## src/rtl/speed_switch_sequencer.sv

```systemverilog
// KEY1 (CGB speed switch) register, CPU tick-enable divider and the
// STOP-triggered halt/drain/settle/switch sequence.
module speed_switch_sequencer #(
    parameter logic [15:0] P_KEY1_ADDR     = 16'hFF4D,
    parameter int unsigned P_DIV_NORMAL    = 8,
    parameter int unsigned P_DIV_DOUBLE    = 4,
    parameter int unsigned P_SETTLE_CYCLES = 255,
    parameter int unsigned P_DRAIN_TIMEOUT = 1023
) (
    input  logic        I_CLK33MHZ,
    input  logic        I_SYNC_RESET,
    input  logic [15:0] I_IOREG_ADDR,
    input  logic [7:0]  I_IOREG_WDATA,
    input  logic        I_IOREG_WE_L,
    input  logic        I_IOREG_RE_L,
    output logic [7:0]  O_IOREG_RDATA,
    output logic        O_IOREG_RDATA_EN,
    input  logic        I_STOP_REQ,
    input  logic        I_MEM_BUSY,
    output logic        O_CPU_CE,
    output logic        O_CPU_HALT,
    output logic        O_IS_IN_DOUBLE_SPEEDMODE,
    output logic        O_DISABLE_CONTROLLER,
    output logic        O_SWITCH_DONE,
    output logic        O_DRAIN_TIMEOUT,
    output logic [1:0]  O_STATE
);

    localparam logic [7:0]  DIV_N_MAX = 8'(P_DIV_NORMAL - 1);
    localparam logic [7:0]  DIV_D_MAX = 8'(P_DIV_DOUBLE - 1);
    localparam logic [15:0] SETTLE_LD = 16'(P_SETTLE_CYCLES);
    localparam logic [16:0] DRAIN_LIM = 17'(P_DRAIN_TIMEOUT);

    typedef enum logic [1:0] {
        S_IDLE   = 2'd0,
        S_DRAIN  = 2'd1,
        S_SETTLE = 2'd2,
        S_SWITCH = 2'd3
    } state_e;

    state_e      state_q, state_d;
    logic        speed_q, speed_d;
    logic        prepare_q, prepare_d;
    logic        timeout_q, timeout_d;
    logic [7:0]  div_q, div_d;
    logic [15:0] drain_q, drain_d;
    logic [15:0] settle_q, settle_d;

    logic       key1_hit, key1_wr, halt;
    logic [7:0] div_max;
    logic       unused_wdata;

    assign key1_hit     = (I_IOREG_ADDR == P_KEY1_ADDR);
    assign key1_wr      = ~I_IOREG_WE_L & key1_hit;
    assign div_max      = speed_q ? DIV_D_MAX : DIV_N_MAX;
    assign unused_wdata = ^I_IOREG_WDATA[7:1];

    always_ff @(posedge I_CLK33MHZ) begin
        if (I_SYNC_RESET) begin
            state_q   <= S_IDLE;
            speed_q   <= 1'b0;
            prepare_q <= 1'b0;
            timeout_q <= 1'b0;
            div_q     <= '0;
            drain_q   <= '0;
            settle_q  <= '0;
        end else begin
            state_q   <= state_d;
            speed_q   <= speed_d;
            prepare_q <= prepare_d;
            timeout_q <= timeout_d;
            div_q     <= div_d;
            drain_q   <= drain_d;
            settle_q  <= settle_d;
        end
    end

    always_comb begin
        state_d       = state_q;
        speed_d       = speed_q;
        prepare_d     = prepare_q;
        timeout_d     = timeout_q;
        div_d         = '0;
        drain_d       = drain_q;
        settle_d      = settle_q;
        halt          = 1'b1;
        O_SWITCH_DONE = 1'b0;
        unique case (state_q)
            S_IDLE: begin
                halt  = 1'b0;
                div_d = (div_q >= div_max) ? 8'd0 : div_q + 8'd1;
                if (key1_wr) prepare_d = I_IOREG_WDATA[0];
                // registered prepare decides, so a same-cycle KEY1 write cannot arm this STOP
                if (I_STOP_REQ && prepare_q) begin
                    state_d = S_DRAIN;
                    drain_d = '0;
                end
            end
            S_DRAIN: begin
                drain_d = drain_q + 16'd1;
                if (!I_MEM_BUSY) begin
                    state_d  = S_SETTLE;
                    settle_d = SETTLE_LD;
                end else if (({1'b0, drain_q} + 17'd1) >= DRAIN_LIM) begin
                    state_d   = S_SETTLE;
                    settle_d  = SETTLE_LD;
                    timeout_d = 1'b1;
                end
            end
            S_SETTLE: begin
                if (settle_q == 16'd0) state_d = S_SWITCH;
                else                   settle_d = settle_q - 16'd1;
            end
            S_SWITCH: begin
                O_SWITCH_DONE = 1'b1;
                speed_d       = ~speed_q;
                prepare_d     = 1'b0;
                state_d       = S_IDLE;
            end
            default: state_d = S_IDLE;
        endcase
    end

    assign O_CPU_CE                 = (state_q == S_IDLE) && (div_q == div_max);
    assign O_CPU_HALT               = halt;
    assign O_DISABLE_CONTROLLER     = halt;
    assign O_IS_IN_DOUBLE_SPEEDMODE = speed_q;
    assign O_DRAIN_TIMEOUT          = timeout_q;
    assign O_STATE                  = state_q;
    assign O_IOREG_RDATA_EN         = ~I_IOREG_RE_L & key1_hit;
    assign O_IOREG_RDATA            = O_IOREG_RDATA_EN ? {speed_q, 6'b111111, prepare_q} : 8'h00;

endmodule

```

## config.mk

```make
export PLATFORM = sky130hd
export DESIGN_NAME = speed_switch_sequencer
export DESIGN_NICKNAME = d
export VERILOG_FILES = /design/src/rtl/speed_switch_sequencer.sv
export SDC_FILE = /design/constraint.sdc
export NUM_CORES = 1
export LEC_CHECK = 0
export BUFFER_PORTS_ARGS = -buffer_cell sky130_fd_sc_hd__buf_4
export CORE_MARGIN = 2
export CORE_UTILIZATION = 60
export DETAILED_ROUTE_END_ITERATION = 8
export HOLD_SLACK_MARGIN = 0.06
export PLACE_DENSITY = 0.94
export SLEW_MARGIN = 0
export SYNTH_ARGS = -nofsm -noshare
export SYNTH_HDL_FRONTEND = slang
export SYNTH_SLANG_ARGS = --single-unit
```

## constraint.sdc

```tcl
create_clock -name I_CLK33MHZ -period 7 [get_ports I_CLK33MHZ]
set_input_delay 0.7 -clock I_CLK33MHZ [delete_from_list [all_inputs] [get_ports I_CLK33MHZ]]
set_output_delay 0.7 -clock I_CLK33MHZ [all_outputs]
set_load 0.02 [all_outputs]
```

---- Word level (Yosys, flattened, before mapping) ----
Cells that the tools add are included.
word-level totals
  logic and storage cells ................. 59
  input port bits ......................... 30
  register bits after elaboration ......... 45
  output and inout bits ................... 17
operators by class
  bitwise operators ....................... 6
  add/subtract/negate cells ............... 4
  magnitude comparators ................... 2
  muxes and demuxes ....................... 17
  equal/unequal tests ..................... 10
  reduce and logical (&&, ||, !) cells .... 13
operator list
  kind                                                                      number
  16-bit two-way mux                                                        4
  16-bit one-hot mux with 2 select lines                                    2
  16-bit by 1-bit adder with 17-bit output (second input constant)          1
  17-bit by 10-bit >= comparator with 1-bit output (second input constant)  1
  16-bit by 1-bit adder with 16-bit output (second input constant)          1
  16-bit == test (second input constant)                                    1
  16-bit logical NOT                                                        1
  16-bit by 1-bit subtractor with 16-bit output (second input constant)     1
  3-bit AND reduction                                                       3
  8-bit by 1-bit adder with 8-bit output (second input constant)            1
  8-bit by 3-bit == test with 1-bit output                                  1
  8-bit by 3-bit >= comparator with 1-bit output                            1
  2-bit two-way mux                                                         4
  8-bit two-way mux                                                         1
  2-bit != test (second input constant)                                     4
  2-bit one-hot mux with 4 select lines                                     1
  2-bit nonzero test                                                        3
  2-bit == test (second input constant)                                     2
  1-bit inverter                                                            4
  2-bit AND reduction                                                       2
  1-bit two-way mux                                                         3
  3-bit two-way mux                                                         1
  3-bit != test (second input constant)                                     1
  3-bit OR reduction                                                        1
  other kinds (5)                                                           7

---- Longest topological paths before layout ----
Gate-level depths: netlist (run 1).
  depth after elaboration ................. 5
  gate-level depth with buffers ........... 10
  depth with buffers taken out ............ 9

---- Worst setup path before layout (run 1) ----
OpenSTA, ideal clock, no wires.
  path kind ............................... in2out
  from .................................... input port I_IOREG_ADDR[5]
  to ...................................... output port O_IOREG_RDATA[0]
  arrival ................................. 2.480 ns
  setup slack ............................. 3.820 ns
  stages .................................. 4
  data required time ...................... 6.300 ns
  path buffers ............................ 0
  cell sequence ........................... or4b_2 nor4_1 nor2b_1 and2_1
on the way
  word-level cells in the longest chain between the ends .. 3
ends and longest elaborated chain
  what                  line  text
  start, declared       12    input logic [15:0] I_IOREG_ADDR,
  16-bit == test        53    assign key1_hit = (I_IOREG_ADDR == P_KEY1_ADDR);
  1-bit bitwise AND     130   assign O_IOREG_RDATA_EN = ~I_IOREG_RE_L & key1_hit;
  via O_IOREG_RDATA_EN  17    output logic O_IOREG_RDATA_EN,
  8-bit two-way mux     131   assign O_IOREG_RDATA = O_IOREG_RDATA_EN ? {speed_q, 6'b111111, prepare_q} : 8'h00;
  end, declared         16    output logic [7:0] O_IOREG_RDATA,
The timed path passes the listed nets, and every way through them passes these cells.

---- Worst setup path in the final report (run 1) ----
  from .................................... input port I_IOREG_ADDR[5]
  to ...................................... output port O_IOREG_RDATA[0]
on the way
  word-level cells in the longest chain between the ends .. 3
ends and longest elaborated chain
  what               line
  16-bit == test     53
  1-bit bitwise AND  130
  8-bit two-way mux  131
No other way between the ends.

==> metrics.yaml, run 1 <==
synth:
  edff_count_synth: 0
  main_flop_type_after_synthesis: "dfxtp_1"
  synthTopCellsByCount: "nor2_1, dfxtp_1, nand2_1"
  synth_top_cells_by_area: "dfxtp_1, nor2_1, ha_1"
  ys_warn_count: 0
  syn_inst: 330
  netlist.top_cell.by_area: "dfxtp_1"
  netlist_area_um2: 2580
  yosys.area.top_type_share_pct: 35.0
  synth_seq_cells: 45
  ys_async_sr_fraction_pct: 0
  synth-seq-area-share_pct: 35.0
  postSynthAreaPerCell_um2: 7.81
  yosys.cell_types.count: 53
  synthMostInstantiatedCell: "nor2_1"
critical_path:
  top_cell_by_count_worst_path: "buf_4"
  critical_path.reg2reg.endpoint: "settle_q[2]$_SDFFE_PP0P_"
  critical_path.cell_chain: "buf_4 > or4b_2 > nor4_1 > nor2b_1 > and2_1 > buf_4"
  required_time_at_the_endpoint_of_the_critical_path_ns: 6.30
  slowest_delay_ns: 0.65
  timing.critical_path.fanout_max: 9
  start_kind: "input port"
  cp_data_arrival_time_ns: 2.54
  crit_slowest_cell: "or4b_2"
  cpLargestDelayFamily: "simple AND/OR/NAND/NOR gates"
  critical_path_class: "input port to primary output"
  r2r.worst_path.cells: 8
  rrSetupSlack_ns: 4.11
  timing.critical_path.buf_inv: 2
  end_kind: "primary output"
  reg2reg_from: "drain_q[0]$_SDFFE_PP0P_"
timing:
  min_cycle_time_layout_ns: 3.24
  maxSlewViolCount: 0
  final.setup_skew_ns: 0.00788
  setup_ws_ns: 3.76
  fin_worst_hold_slack_ns: 0.463
  fin_crit_sh_pct: 46.3
  rsz0062_at_grt: "no"
  setup_tns_ns: 0
  setup_viol: 0
  slew-limit-headroom_pct: 53.3
  max_slew.worst_pin.slew_ns: 0.701
  clock.fmax_mhz: 309
  final_hold_viol_count: 0
min_path:
  hold_depth: 1
  hold_path_end: "div_q[0]$_SDFF_PP0_"
  timing.hold.worst.start: "div_q[0]$_SDFF_PP0_"
  hold_path_class: "flip-flop to flip-flop"
power:
  cell_leakage_power_uw: 0.00112
  powerDensity_nw_per_um2: 225
  total_power_uw: 654
  vdd_drop_max_mv: 0.182
placed_design:
  placed_cell_area_um2: 2820
  place.port_buffers: 39
  gpl.final_weighted_congestion: 0.812
  dp_slack_ns: 3.73
  dp.final_hpwl_mm: 4.15
drt:
  route.final.wire_length_mm: 5.94
  detail-route-antenna-nets: 0
  remaining_drc_errors: 0
  detailroute.via_count: 2517
  wire_per_inst_um: 14.6
  drt-initial-drc-count: 213
  vias_per_cell: 6.18
  first_pass_iters: 5
clocking:
  clock_tree.buffer_depth: 2
  clk_root_buffer_cell: "clkbuf_8"
  clk_transition_reported_paths_ns: 0.08
  cts-resized-gates: 0
  clock_latency_ns: 0.31
  cts_buffers: 5
  cts.repair_timing.setup_buffer_count: 0
  cts.sinks: 45
  tritoncts: "done"
  cts_htree_levels: 2
  number_of_buffers_inserted_for_hold_repair_after_clock_tree_synthesis: 0
final_layout:
  post_route_cells_drive_above_1_share_pct: 15.4
  final_net_count: 395
  syn2layout_area_growth_pct: 13.1
  final_cell_area_um2: 2910
  antennaDiodeCount: 0
floorplan:
  die_y_um: 69.5
  die-area_um2: 4830
  core_area_um2: 4060
  num_rows: 23
  ports_placed_on_the_boundary: 47
  floorplan.initialDensity_pct: 63.5
  fp.dieW_um: 69.5
outcome:
  run_status: "completed"
grt:
  grt_pass1_wl_mm: 9.96
  grt_max_degree: 37
  grt_antenna_before_repair: 0
  grt_usage_pct: 25.2
  grt_pass1_vias: 2279
  globalRoute.totalOverflow: 0
flow_run:
  timing.max_cap.violations: 0
[final cells by class]
| type | instances | area (um^2) |
|---|---|---|
| sequential | 45 | 901 |
| tap | 50 | 62.6 |
| timing repair buffer | 39 | 293 |
| clock inverter | 3 | 22.5 |
| fill | 289 | 1140 |
| multi-input combinational | 247 | 1500 |
| inverter | 18 | 67.6 |
| clock buffer | 5 | 68.8 |
[report_power, final]
part           leakage, uW  internal, uW  switching, uW
Combinational     0.000720          70.5            134
Sequential        0.000364           272           11.4
Clock            0.0000364          70.1           96.3
Total              0.00112           412            242
[layout by cell type, fill, tap and decap left out, types with 2 or more instances in the layout]
cell,count
nand4_1,5
a22oi_1,2
or3_1,5
a31oi_1,11
nor2_1,48
and2_1,3
nand2_1,26
a21oi_1,22
clkinvlp_4,3
clkbuf_8,5
buf_4,39
nor4_1,3
nor3b_1,4
or4_1,4
a311oi_1,4
nor3_1,10
conb_1,4
inv_1,18
o21a_1,2
o311ai_0,4
nor2b_1,2
a21o_1,2
a211oi_1,4
and3_1,3
nand4b_1,6
o31a_1,2
ha_1,9
o21ai_0,21
dfxtp_1,45
xnor2_1,7
nand3_1,11
a221oi_1,2
[sequential cells by signal, summed over array words and instances, names as in the netlist]
register and cells:
drain_q 16, O_IS_IN_DOUBLE_SPEEDMODE 1, prepare_q 1, div_q 8, O_DRAIN_TIMEOUT 1, settle_q 16, O_STATE 2
[per-stage QoR]
stage	util, %	instances
finish	71.8	407
global route	71.8	407
CTS	71.8	407
detailed placement	69.6	399
global placement	69.6	399
floorplan	-	333
[routing by layer]
layer	wire [um]	global-route usage, %
met4	119	12.0
met2	2720	40.6
met5	0	0
met1	2560	31.1
met3	545	6.83
[logic make-up (layout without fill, tap and decap cells)]
group | count (synthesis) | count (layout) | share of synthesized area (%)
AO/OA/AOI/OAI | 86 | 86 | 22.1
AND/OR/NAND/NOR | 140 | 140 | 28.3
adder cells (fa/ha/maj) | 9 | 9 | 4.37
buffers and inverters | 41 | 65 | 7.28
multiplexers | 1 | 1 | 0.389
other | 1 | 4 | 0.146
XOR/XNOR | 7 | 7 | 2.38
flip-flops | 45 | 45 | 35.0
[worst max path at each step]
stage	start	to	slack [ns]	cells past startpoint
after global routing	I_IOREG_ADDR[5]	O_IOREG_RDATA[7]	3.58	6
final	I_IOREG_ADDR[5]	O_IOREG_RDATA[0]	3.76	6
after floorplan	I_IOREG_ADDR[5]	O_IOREG_RDATA[0]	3.82	4
after detailed placement	I_IOREG_ADDR[5]	O_IOREG_RDATA[0]	3.73	6
after CTS	I_IOREG_ADDR[5]	O_IOREG_RDATA[0]	3.73	6
after global placement	I_IOREG_ADDR[5]	O_IOREG_RDATA[0]	3.83	6
Note: power is estimated with default switching activity, not from simulation.
==> run 2: changes to the inputs <==
Settings changed: CORE_UTILIZATION 60 to 56, PLACE_DENSITY 0.94 to 0.89.
Clock period 7 ns to 3.1 ns, I/O delays scaled along.
==> run 2 against run 1 <==
Global-route usage is 1.4 points lower. Via count is 0.56% lower. Clock power grew to 2.7 times the previous value. Hold slack worse by 0.19 ns.
==> metrics.yaml, run 2 (same netlist as run 1, synthesis figures left out) <==
grt:
  globalRoute.totalOverflow: 0
  grt_max_degree: 37
  grt_pass1_vias: 2353
  grt_pass1_wl_mm: 9.91
  grt_antenna_before_repair: 0
  grt_usage_pct: 23.8
timing:
  setup_tns_ns: 0
  max_slew.worst_pin.slew_ns: 0.625
  rsz0062_at_grt: "no"
  final_hold_viol_count: 0
  clock.fmax_mhz: 368
  maxSlewViolCount: 0
  slew-limit-headroom_pct: 58.2
  setup_viol: 0
  min_cycle_time_layout_ns: 2.71
  final.setup_skew_ns: 0.00761
  setup_ws_ns: 0.386
  fin_crit_sh_pct: 87.6
outcome:
  run_status: "completed"
drt:
  detail-route-antenna-nets: 0
  remaining_drc_errors: 0
  route.final.wire_length_mm: 5.81
  drt-met1-wl_mm: 2.49
  detailroute.via_count: 2503
  vias_per_cell: 6.09
  drt-initial-drc-count: 149
  met2_length_mm: 2.85
  route.met3.wl_um: 406
  dr.max_layer_used: "met4"
  wire_per_inst_um: 14.1
  first_pass_iters: 4
clocking:
  cts.sinks: 45
  number_of_buffers_inserted_for_hold_repair_after_clock_tree_synthesis: 0
  cts-resized-gates: 0
  cts_buffers: 5
  clk_root_buffer_cell: "clkbuf_8"
  clk_transition_reported_paths_ns: 0.09
  clock_tree.buffer_depth: 2
  cts_htree_levels: 2
  tritoncts: "done"
  cts.repair_timing.setup_buffer_count: 0
  clock_latency_ns: 0.30
final_layout:
  syn2layout_area_growth_pct: 14.7
  commonest_non_fill_non_tap_cell_in_the_layout: "nor2_1"
  antennaDiodeCount: 0
  final_net_count: 397
  post_route_cells_drive_above_1_share_pct: 15.9
  final_cell_mix: "nor2_1, dfxtp_1, buf_4"
  biggest_registers_after_layout: "drain_q (16), settle_q (16), div_q (8)"
floorplan:
  die_y_um: 71.8
  floorplan.initialDensity_pct: 58.8
  die-area_um2: 5160
  num_rows: 24
  ports_placed_on_the_boundary: 47
  core_area_um2: 4380
  fp.dieW_um: 71.8
critical_path:
  cp_data_arrival_time_ns: 2.92
  critical_path_class: "flip-flop to flip-flop"
  timing.critical_path.fanout_max: 15
  end_kind: "flip-flop"
  required_time_at_the_endpoint_of_the_critical_path_ns: 3.31
  start_kind: "flip-flop"
placed_design:
  dp_slack_ns: 0.432
  gpl.final_weighted_congestion: 0.830
  dp.final_hpwl_mm: 4.11
  place.port_buffers: 39
power:
  cell_leakage_power_uw: 0.00115
  vdd_drop_max_mv: 0.255
  powerDensity_nw_per_um2: 531
flow_run:
  timing.max_cap.violations: 0
min_path:
  hold_path_class: "input port to flip-flop"
==> run 2: stage by stage <==
stage / hold slack [ns] / total power (uW) / std cells / instance area [um^2] / utilization [%]
floorplan: 0.418 / 990 / 333 / 2590 / -
global placement: 0.430 / 1100 / 403 / 2840 / 64.8
detailed placement: 0.449 / 1120 / 403 / 2840 / 64.8
CTS: 0.265 / 1570 / 411 / 2960 / 67.4
global route: 0.303 / 1650 / 411 / 2960 / 67.4
finish: 0.269 / 1570 / 411 / 2960 / 67.4
==> run 2: routing by layer <==
metal	vias to the layer above	global-route usage [%]
li1	1241	-
met1	1181	27.6
met2	76	44.1
met3	5	4.08
met4	0	7.34
met5	-	0
==> run 2: final timing paths <==
check | startpoint | endpoint | slack, ns | cells after the start
max reg2reg | drain_q[0]$_SDFFE_PP0P_ | O_STATE[0]$_SDFFE_PP0P_ | 0.39 | 8
min reg2reg | div_q[1]$_SDFF_PP0_ | div_q[3]$_SDFF_PP0_ | 0.46 | 2
max | drain_q[0]$_SDFFE_PP0P_ | O_STATE[0]$_SDFFE_PP0P_ | 0.39 | 8
min | I_IOREG_WDATA[0] | prepare_q$_SDFFE_PP0P_ | 0.27 | 3
==> run 2: report_power, final <==
part,internal [uW],total (uW),leakage [uW],switching [uW]
Sequential,614,641,0.000364,27.7
Combinational,164,479,0.000730,316
Clock,241,448,0.0000543,207
Total,1020,1570,0.00115,550
==> run 2: area by class of cell <==
class,count,area (um^2)
sequential,45,901
clock inverter,3,46.3
inverter,18,67.6
timing repair buffer,41,308
fill,366,1430
clock buffer,5,68.8
tap,52,65.1
multi-input combinational,247,1500
==> run 2: worst max-delay path, stage by stage (launching register included) <==
cell and delay (ns):
dfxtp_1 0.46, ha_1 0.26, nand3_1 0.27, nor4_1 0.40
xnor2_1 0.21, o211ai_2 0.18, nor2_2 0.47, nor3_1 0.17
o21a_1 0.20
